## src/rtl/issue_queue_int_pkg.sv

```systemverilog
// issue_queue_int_pkg: default widths and entry field layout shared by the
// integer, ld/st, mul and div issue queues.
package issue_queue_int_pkg;

    localparam int IQ_DATA_WIDTH   = 32;
    localparam int IQ_TAG_WIDTH    = 6;
    localparam int IQ_OPCODE_WIDTH = 4;

    typedef struct packed {
        logic                       valid;
        logic [IQ_OPCODE_WIDTH-1:0] opcode;
        logic [IQ_TAG_WIDTH-1:0]    rd_tag;
        logic                       pend1;
        logic [IQ_TAG_WIDTH-1:0]    tag1;
        logic [IQ_DATA_WIDTH-1:0]   data1;
        logic                       pend2;
        logic [IQ_TAG_WIDTH-1:0]    tag2;
        logic [IQ_DATA_WIDTH-1:0]   data2;
    } iq_entry_t;

endpackage

```

## src/rtl/issue_queue_int_oldest_select.sv

```systemverilog
// issueq_oldest_select: lowest-index (oldest) priority picker with one-hot grant.
module issueq_oldest_select
    import issue_queue_int_pkg::*;
#(
    parameter int DEPTH = 4
) (
    input  logic [DEPTH-1:0] req,
    output logic [DEPTH-1:0] grant,
    output logic             select_valid
);

    always_comb begin
        logic found;
        found = 1'b0;
        grant = '0;
        for (int i = 0; i < DEPTH; i++) begin
            grant[i] = req[i] && !found;
            found    = found || req[i];
        end
        select_valid = |req;
    end

endmodule

```

## src/rtl/issue_queue_int.sv

```systemverilog
// issue_queue_int: age-ordered compacting integer reservation station with CDB wakeup.
// Optional ISSUEQ_CDB_WAKEUP_BYPASS_EN lets select use the live CDB for pending operands.
module issue_queue_int
    import issue_queue_int_pkg::*;
#(
    parameter int DEPTH        = 4,
    parameter int DATA_WIDTH   = IQ_DATA_WIDTH,
    parameter int TAG_WIDTH    = IQ_TAG_WIDTH,
    parameter int OPCODE_WIDTH = IQ_OPCODE_WIDTH
) (
    input  logic                    clk,
    input  logic                    reset,
    input  logic                    flush,
    input  logic                    dispatch_en_integer,
    input  logic [OPCODE_WIDTH-1:0] dispatch_opcode,
    input  logic [TAG_WIDTH-1:0]    dispatch_rd_tag,
    input  logic [DATA_WIDTH-1:0]   dispatch_rs1_data,
    input  logic [TAG_WIDTH-1:0]    dispatch_rs1_tag,
    input  logic                    dispatch_rs1_valid,
    input  logic [DATA_WIDTH-1:0]   dispatch_rs2_data,
    input  logic [TAG_WIDTH-1:0]    dispatch_rs2_tag,
    input  logic                    dispatch_rs2_valid,
    input  logic                    cdb_valid,
    input  logic [TAG_WIDTH-1:0]    cdb_tag,
    input  logic [DATA_WIDTH-1:0]   cdb_data,
    input  logic                    issue_ready,
    output logic                    issue_valid,
    output logic [OPCODE_WIDTH-1:0] issue_opcode,
    output logic [TAG_WIDTH-1:0]    issue_rd_tag,
    output logic [DATA_WIDTH-1:0]   issue_rs1_data,
    output logic [DATA_WIDTH-1:0]   issue_rs2_data,
    output logic                    issueque_full_integer
);

`ifdef ISSUEQ_CDB_WAKEUP_BYPASS_EN
    localparam bit BYPASS = 1'b1;
`else
    localparam bit BYPASS = 1'b0;
`endif

    logic [DEPTH-1:0]        valid, p1, p2;
    logic [OPCODE_WIDTH-1:0] op [DEPTH];
    logic [TAG_WIDTH-1:0]    rd [DEPTH];
    logic [TAG_WIDTH-1:0]    t1 [DEPTH];
    logic [TAG_WIDTH-1:0]    t2 [DEPTH];
    logic [DATA_WIDTH-1:0]   d1 [DEPTH];
    logic [DATA_WIDTH-1:0]   d2 [DEPTH];

    // Entries after same-edge wakeup; the extra top slot is an empty filler for shifting.
    logic [DEPTH:0]          w_valid, w_p1, w_p2;
    logic [OPCODE_WIDTH-1:0] w_op [DEPTH+1];
    logic [TAG_WIDTH-1:0]    w_rd [DEPTH+1];
    logic [TAG_WIDTH-1:0]    w_t1 [DEPTH+1];
    logic [TAG_WIDTH-1:0]    w_t2 [DEPTH+1];
    logic [DATA_WIDTH-1:0]   w_d1 [DEPTH+1];
    logic [DATA_WIDTH-1:0]   w_d2 [DEPTH+1];

    logic [DEPTH-1:0]        n_valid, n_p1, n_p2;
    logic [OPCODE_WIDTH-1:0] n_op [DEPTH];
    logic [TAG_WIDTH-1:0]    n_rd [DEPTH];
    logic [TAG_WIDTH-1:0]    n_t1 [DEPTH];
    logic [TAG_WIDTH-1:0]    n_t2 [DEPTH];
    logic [DATA_WIDTH-1:0]   n_d1 [DEPTH];
    logic [DATA_WIDTH-1:0]   n_d2 [DEPTH];

    logic [DEPTH-1:0]        m1, m2, req, grant;
    logic                    sel_valid, load, remove, disp, cap1, cap2;
    logic [OPCODE_WIDTH-1:0] s_op;
    logic [TAG_WIDTH-1:0]    s_rd;
    logic [DATA_WIDTH-1:0]   s_d1, s_d2;

    assign issueque_full_integer = valid[DEPTH-1];

    always_comb begin
        w_valid        = {1'b0, valid};
        w_p1           = '0;
        w_p2           = '0;
        w_op[DEPTH]    = '0;
        w_rd[DEPTH]    = '0;
        w_t1[DEPTH]    = '0;
        w_t2[DEPTH]    = '0;
        w_d1[DEPTH]    = '0;
        w_d2[DEPTH]    = '0;
        m1             = '0;
        m2             = '0;
        req            = '0;
        for (int i = 0; i < DEPTH; i++) begin
            m1[i]   = cdb_valid && (t1[i] == cdb_tag);
            m2[i]   = cdb_valid && (t2[i] == cdb_tag);
            w_op[i] = op[i];
            w_rd[i] = rd[i];
            w_t1[i] = t1[i];
            w_t2[i] = t2[i];
            w_p1[i] = p1[i] && !m1[i];
            w_p2[i] = p2[i] && !m2[i];
            w_d1[i] = (p1[i] && m1[i]) ? cdb_data : d1[i];
            w_d2[i] = (p2[i] && m2[i]) ? cdb_data : d2[i];
            req[i]  = valid[i] && (!p1[i] || (BYPASS && m1[i])) && (!p2[i] || (BYPASS && m2[i]));
        end
    end

    issueq_oldest_select #(.DEPTH(DEPTH)) u_select (
        .req          (req),
        .grant        (grant),
        .select_valid (sel_valid)
    );

    always_comb begin
        logic seen, placed, sh;
        load   = !issue_valid || issue_ready;
        remove = load && sel_valid;
        disp   = dispatch_en_integer && !valid[DEPTH-1];
        cap1   = dispatch_rs1_valid && cdb_valid && (dispatch_rs1_tag == cdb_tag);
        cap2   = dispatch_rs2_valid && cdb_valid && (dispatch_rs2_tag == cdb_tag);
        seen   = 1'b0;
        placed = 1'b0;
        sh     = 1'b0;
        s_op   = '0;
        s_rd   = '0;
        s_d1   = '0;
        s_d2   = '0;
        n_valid = '0;
        n_p1    = '0;
        n_p2    = '0;
        for (int i = 0; i < DEPTH; i++) begin
            s_op = s_op | ({OPCODE_WIDTH{grant[i]}} & w_op[i]);
            s_rd = s_rd | ({TAG_WIDTH{grant[i]}} & w_rd[i]);
            s_d1 = s_d1 | ({DATA_WIDTH{grant[i]}} & w_d1[i]);
            s_d2 = s_d2 | ({DATA_WIDTH{grant[i]}} & w_d2[i]);
            // Everything at or above the removed entry moves down one slot.
            seen       = seen || grant[i];
            sh         = remove && seen;
            n_valid[i] = sh ? w_valid[i+1] : w_valid[i];
            n_p1[i]    = sh ? w_p1[i+1] : w_p1[i];
            n_p2[i]    = sh ? w_p2[i+1] : w_p2[i];
            n_op[i]    = sh ? w_op[i+1] : w_op[i];
            n_rd[i]    = sh ? w_rd[i+1] : w_rd[i];
            n_t1[i]    = sh ? w_t1[i+1] : w_t1[i];
            n_t2[i]    = sh ? w_t2[i+1] : w_t2[i];
            n_d1[i]    = sh ? w_d1[i+1] : w_d1[i];
            n_d2[i]    = sh ? w_d2[i+1] : w_d2[i];
            if (disp && !placed && !n_valid[i]) begin
                n_valid[i] = 1'b1;
                n_op[i]    = dispatch_opcode;
                n_rd[i]    = dispatch_rd_tag;
                n_t1[i]    = dispatch_rs1_tag;
                n_t2[i]    = dispatch_rs2_tag;
                n_p1[i]    = dispatch_rs1_valid && !cap1;
                n_p2[i]    = dispatch_rs2_valid && !cap2;
                n_d1[i]    = cap1 ? cdb_data : dispatch_rs1_data;
                n_d2[i]    = cap2 ? cdb_data : dispatch_rs2_data;
                placed     = 1'b1;
            end
        end
        if (flush) n_valid = '0;
    end

    always_ff @(posedge clk or negedge reset) begin
        if (!reset) begin
            valid <= '0;
            p1    <= '0;
            p2    <= '0;
            for (int i = 0; i < DEPTH; i++) begin
                op[i] <= '0;
                rd[i] <= '0;
                t1[i] <= '0;
                t2[i] <= '0;
                d1[i] <= '0;
                d2[i] <= '0;
            end
            issue_valid    <= 1'b0;
            issue_opcode   <= '0;
            issue_rd_tag   <= '0;
            issue_rs1_data <= '0;
            issue_rs2_data <= '0;
        end else begin
            valid <= n_valid;
            p1    <= n_p1;
            p2    <= n_p2;
            op    <= n_op;
            rd    <= n_rd;
            t1    <= n_t1;
            t2    <= n_t2;
            d1    <= n_d1;
            d2    <= n_d2;
            if (flush) begin
                issue_valid <= 1'b0;
            end else if (load) begin
                issue_valid <= sel_valid;
                if (sel_valid) begin
                    issue_opcode   <= s_op;
                    issue_rd_tag   <= s_rd;
                    issue_rs1_data <= s_d1;
                    issue_rs2_data <= s_d2;
                end
            end
        end
    end

endmodule
```

## config.mk

```make
export PLATFORM = sky130hd
export DESIGN_NAME = issue_queue_int
export DESIGN_NICKNAME = d
export VERILOG_FILES = /design/src/rtl/issue_queue_int_pkg.sv /design/src/rtl/issue_queue_int_oldest_select.sv /design/src/rtl/issue_queue_int.sv
export SDC_FILE = /design/constraint.sdc
export NUM_CORES = 1
export LEC_CHECK = 0
export CAP_MARGIN = 5
export CORE_MARGIN = 10
export CORE_UTILIZATION = 60
export CTS_BUF_LIST = sky130_fd_sc_hd__clkbuf_2 sky130_fd_sc_hd__clkbuf_4 sky130_fd_sc_hd__clkbuf_8
export CTS_CLUSTER_DIAMETER = 80
export CTS_CLUSTER_SIZE = 10
export DETAILED_ROUTE_END_ITERATION = 16
export HOLD_SLACK_MARGIN = 0.08
export PLACE_DENSITY_LB_ADDON = 0.3
export SYNTH_ARGS = -nofsm -noshare
export SYNTH_HDL_FRONTEND = slang
export SYNTH_HIERARCHICAL = 1
export SYNTH_SLANG_ARGS = --single-unit
```

## constraint.sdc

```tcl
create_clock -name clk -period 6.1 [get_ports clk]
set_input_delay 1.22 -clock clk [delete_from_list [all_inputs] [get_ports clk]]
set_output_delay 1.22 -clock clk [all_outputs]
set_load 0.03 [all_outputs]
```

==> results.cfg <==
[synth]
ys_types = 65
yosys.area.top_type = dfrtp_1
ys.flop_type = dfrtp_1
yosysSeqAreaShare = 0.431
async_flop_share = 1.00
syn_area_sq_um = 25000
synth_fp_nets = 2610
synth_cells = 2478
synth-edff-count = 0
synth_most_common_cell = dfrtp_1
yosys-top-cells-count = dfrtp_1 (431), mux2i_1 (220), clkbuf_1 (182)
synth_warnings = 6
synth_area_leaders = dfrtp_1 (43%), mux2i_1 (8.8%), mux2_2 (7.2%)
syn_area_per_cell_sq_um = 10.1
ys_ff_latch = 431
yosysTopAreaCellShare = 0.431

[critical_path]
crit_type = in2reg
crit_path_max_incr_delay_ns = 1.13
required_ns = 6.68
crit_path_end_kind = flop
path_max_fanout = 33
crit_chain = clkdlybuf4s50_1 > xnor2_1 > nand4b_1 > or2_2 > mux2i_4 > nand2_1 > a31oi_1
cpMaxStageDelayCell = mux2i_4
critPathTopFamily = simple AND/OR/NAND/NOR gates
cp-start-kind = input pin
crit_buf_inv = 1
arrival_ns = 5.00

[placed_design]
dp_hpwl_microns = 50500
gp_congestion = 0.923
portBuffers = 207
dpl_cell_area_sq_um = 27300

[floorplan]
start_util = 0.610
ios = 208
rows = 74
die_area_sq_um = 50300
core_area_sq_um = 41000
die_x_microns = 224
die_h_microns = 224

[timing]
rsz0062_at_grt = no
setup_viol = 0
fin_crit_sh = 0.726
finClkSkew_ns = 0.0298
max_slew.worst_pin.slew_ns = 1.30
fin_setup_tns_ns = 0
max_freq_mhz = 226
timing.slew.headroom = 0.134
hold_violations = 0
layout_min_cycle_time_ns = 4.43
slew_viol_final = 0

[grt]
grt_pass1_vias = 22588
grt_max_degree = 119
grt_pass1_wl_microns = 130000
grtUsageTotal = 0.324
antenna_found_initial = 0
overflow = 0

[routing]
drt_first_pass_iters = 8
wl_per_cell_microns = 27.6
drt-met1-wl_microns = 31600
routed_wl_microns = 84200
drt-initial-drc-count = 2850
highest_layer = met4
ant_nets = 0
dr_wl_met2_microns = 39100
vias = 22192
drc = 0
vias_per_cell = 7.28
route.met3.wl_microns = 9560

[layout]
num-nets-final = 2645
diodes = 0
n_fill_cell = 3090
design_area_sq_um = 28000
layout-drive-gt1-share = 0.134
syn_to_final_growth_pct = 11.9

[pwr]
switching_power_mw = 3.51
clkPwrFrac = 0.188
p_int_mw = 6.06
pwr-share-seq = 0.454
p_leak_nw = 11.7
powerDensity_nw_per_um2 = 341
share_comb_of_total_power = 0.358
switching_share = 0.367
ir_drop_uv = 285

[cts]
cts_tree = yes
clk_pin_slew_ns = 0.08
numCtsBuffers = 49
cts_root_buf = clkbuf_8
clock_latency_ns = 0.69
holdBufCountCts = 0
cts_max_level = 2
cts_setup_buffers = 0
cts-resized-gates = 0
cts.path.max_buffers = 3
clkSinkCount = 431

[status]
outcome = completed

[job]
maxCapViolations = 0

[min_path]
hold_path_class = reg2reg
-- layer usage --
metal | GRT usage | up-vias
met5 | 0 | -
met1 | 0.395 | 11001
met2 | 0.520 | 1421
met3 | 0.0941 | 294
met4 | 0.160 | 0
li1 | - | 9476
-- state kept, by name, summed over array words and instances (netlist names) --
signal	cells
t2	24
d2	128
rd	24
op	16
issue_rd_tag	6
valid	4
issue_valid	1
p2	4
issue_rs2_data	32
issue_opcode	4
issue_rs1_data	32
t1	24
p1	4
d1	128
-- path summary, 6_finish.rpt --
kind	start	to	slack [ns]	cells past startpoint
hold reg to reg	op[2]$_DFFE_PN0P_	op[2]$_DFFE_PN0P_	0.54	1
setup / recovery	cdb_tag[5]	d2[62]$_DFF_PN0_	1.67	7
max in group asynchronous	reset	d1[121]$_DFF_PN0_	4.31	2
setup reg to reg	p1[0]$_DFF_PN0_	issue_rs2_data[6]$_DFFE_PN0P_	2.26	8
hold / removal	op[2]$_DFFE_PN0P_	op[2]$_DFFE_PN0P_	0.54	1
min in group asynchronous	reset	d1[104]$_DFF_PN0_	0.56	1
-- placed cells by master (no fill, tap or decap), drive strengths merged, types with 4 or more instances in the layout --
| master | netlist | layout |
|---|---|---|
| nor3 | 9 | 9 |
| dfrtp | 431 | 431 |
| o21ai | 110 | 110 |
| nand2 | 149 | 149 |
| clkdlybuf4s50 | 0 | 206 |
| nand3 | 17 | 17 |
| o221a | 16 | 16 |
| o22ai | 77 | 77 |
| mux2i | 220 | 220 |
| mux2 | 177 | 177 |
| nand2b | 35 | 35 |
| and3 | 4 | 4 |
| o31ai | 14 | 14 |
| a21oi | 141 | 141 |
| o22a | 63 | 63 |
| a22oi | 70 | 70 |
| inv | 6 | 9 |
| or4 | 4 | 4 |
| a211oi | 109 | 109 |
| xor2 | 25 | 25 |
| nor3b | 5 | 5 |
| buf | 93 | 53 |
| a31oi | 98 | 98 |
| nor4 | 8 | 8 |
| clkbuf | 182 | 50 |
| o211ai | 37 | 37 |
| and2 | 20 | 20 |
| xnor2 | 35 | 35 |
| a222oi | 32 | 32 |
| nor2 | 122 | 122 |
| a22o | 131 | 131 |
-- power by group through the flow --
stage          Sequential (mW)  Combinational (mW)  Clock (mW)
4_1_cts                   4.31                3.42        1.81
2_1_floorplan             4.62                1.83           0
3_3_place_gp              4.33                3.28           0
5_1_grt                   4.42                3.70        1.91
6_report                  4.34                3.43        1.80
3_5_place_dp              4.35                3.40           0
-- kinds of logic (layout without fill, tap and decap cells) --
kind of cell	count (synthesis)	after routing	synth area share
AO/OA/AOI/OAI	924	924	0.260
XOR/XNOR	60	60	0.0210
buffers and inverters	281	319	0.0488
flip-flops	431	431	0.431
multiplexers	397	397	0.169
AND/OR/NAND/NOR	385	385	0.0704
-- worst reg2reg max path: stages (launching register included) --
cell and delay [ns]:
dfrtp_1 0.45, nor3b_2 0.61, buf_4 0.77, nor4b_2 0.12
buf_4 0.39, inv_1 0.69, buf_4 0.38, o221a_2 0.24
a21oi_1 0.06
-- per-stage QoR --
| step | setup WS, ns | hold WS, ns | utilization | instances | power, mW |
|---|---|---|---|---|---|
| 3_5_place_dp | 1.12 | 0.517 | 0.666 | 2994 | 7.75 |
| 3_3_place_gp | 1.23 | 0.512 | 0.666 | 2994 | 7.61 |
| 6_report | 1.67 | 0.541 | 0.683 | 3048 | 9.56 |
| 5_1_grt | 1.60 | 0.552 | 0.683 | 3048 | 10.0 |
| 4_1_cts | 1.79 | 0.537 | 0.683 | 3048 | 9.54 |
| 2_1_floorplan | 3.03 | 0.496 | - | 2478 | 6.45 |
-- final cells by class --
class / instances / area, sq um / share of cell area
Multi-Input combinational cell: 1766 / 13300 / 0.474
Timing Repair Buffer: 259 / 2540 / 0.0907
Clock buffer: 50 / 682 / 0.0243
Clock inverter: 4 / 33.8 / 0.00121
Sequential cell: 431 / 10800 / 0.385
Inverter: 6 / 22.5 / 0.000804
Tap cell: 532 / 666 / 0.0238
(Power assumes the default switching activity.)
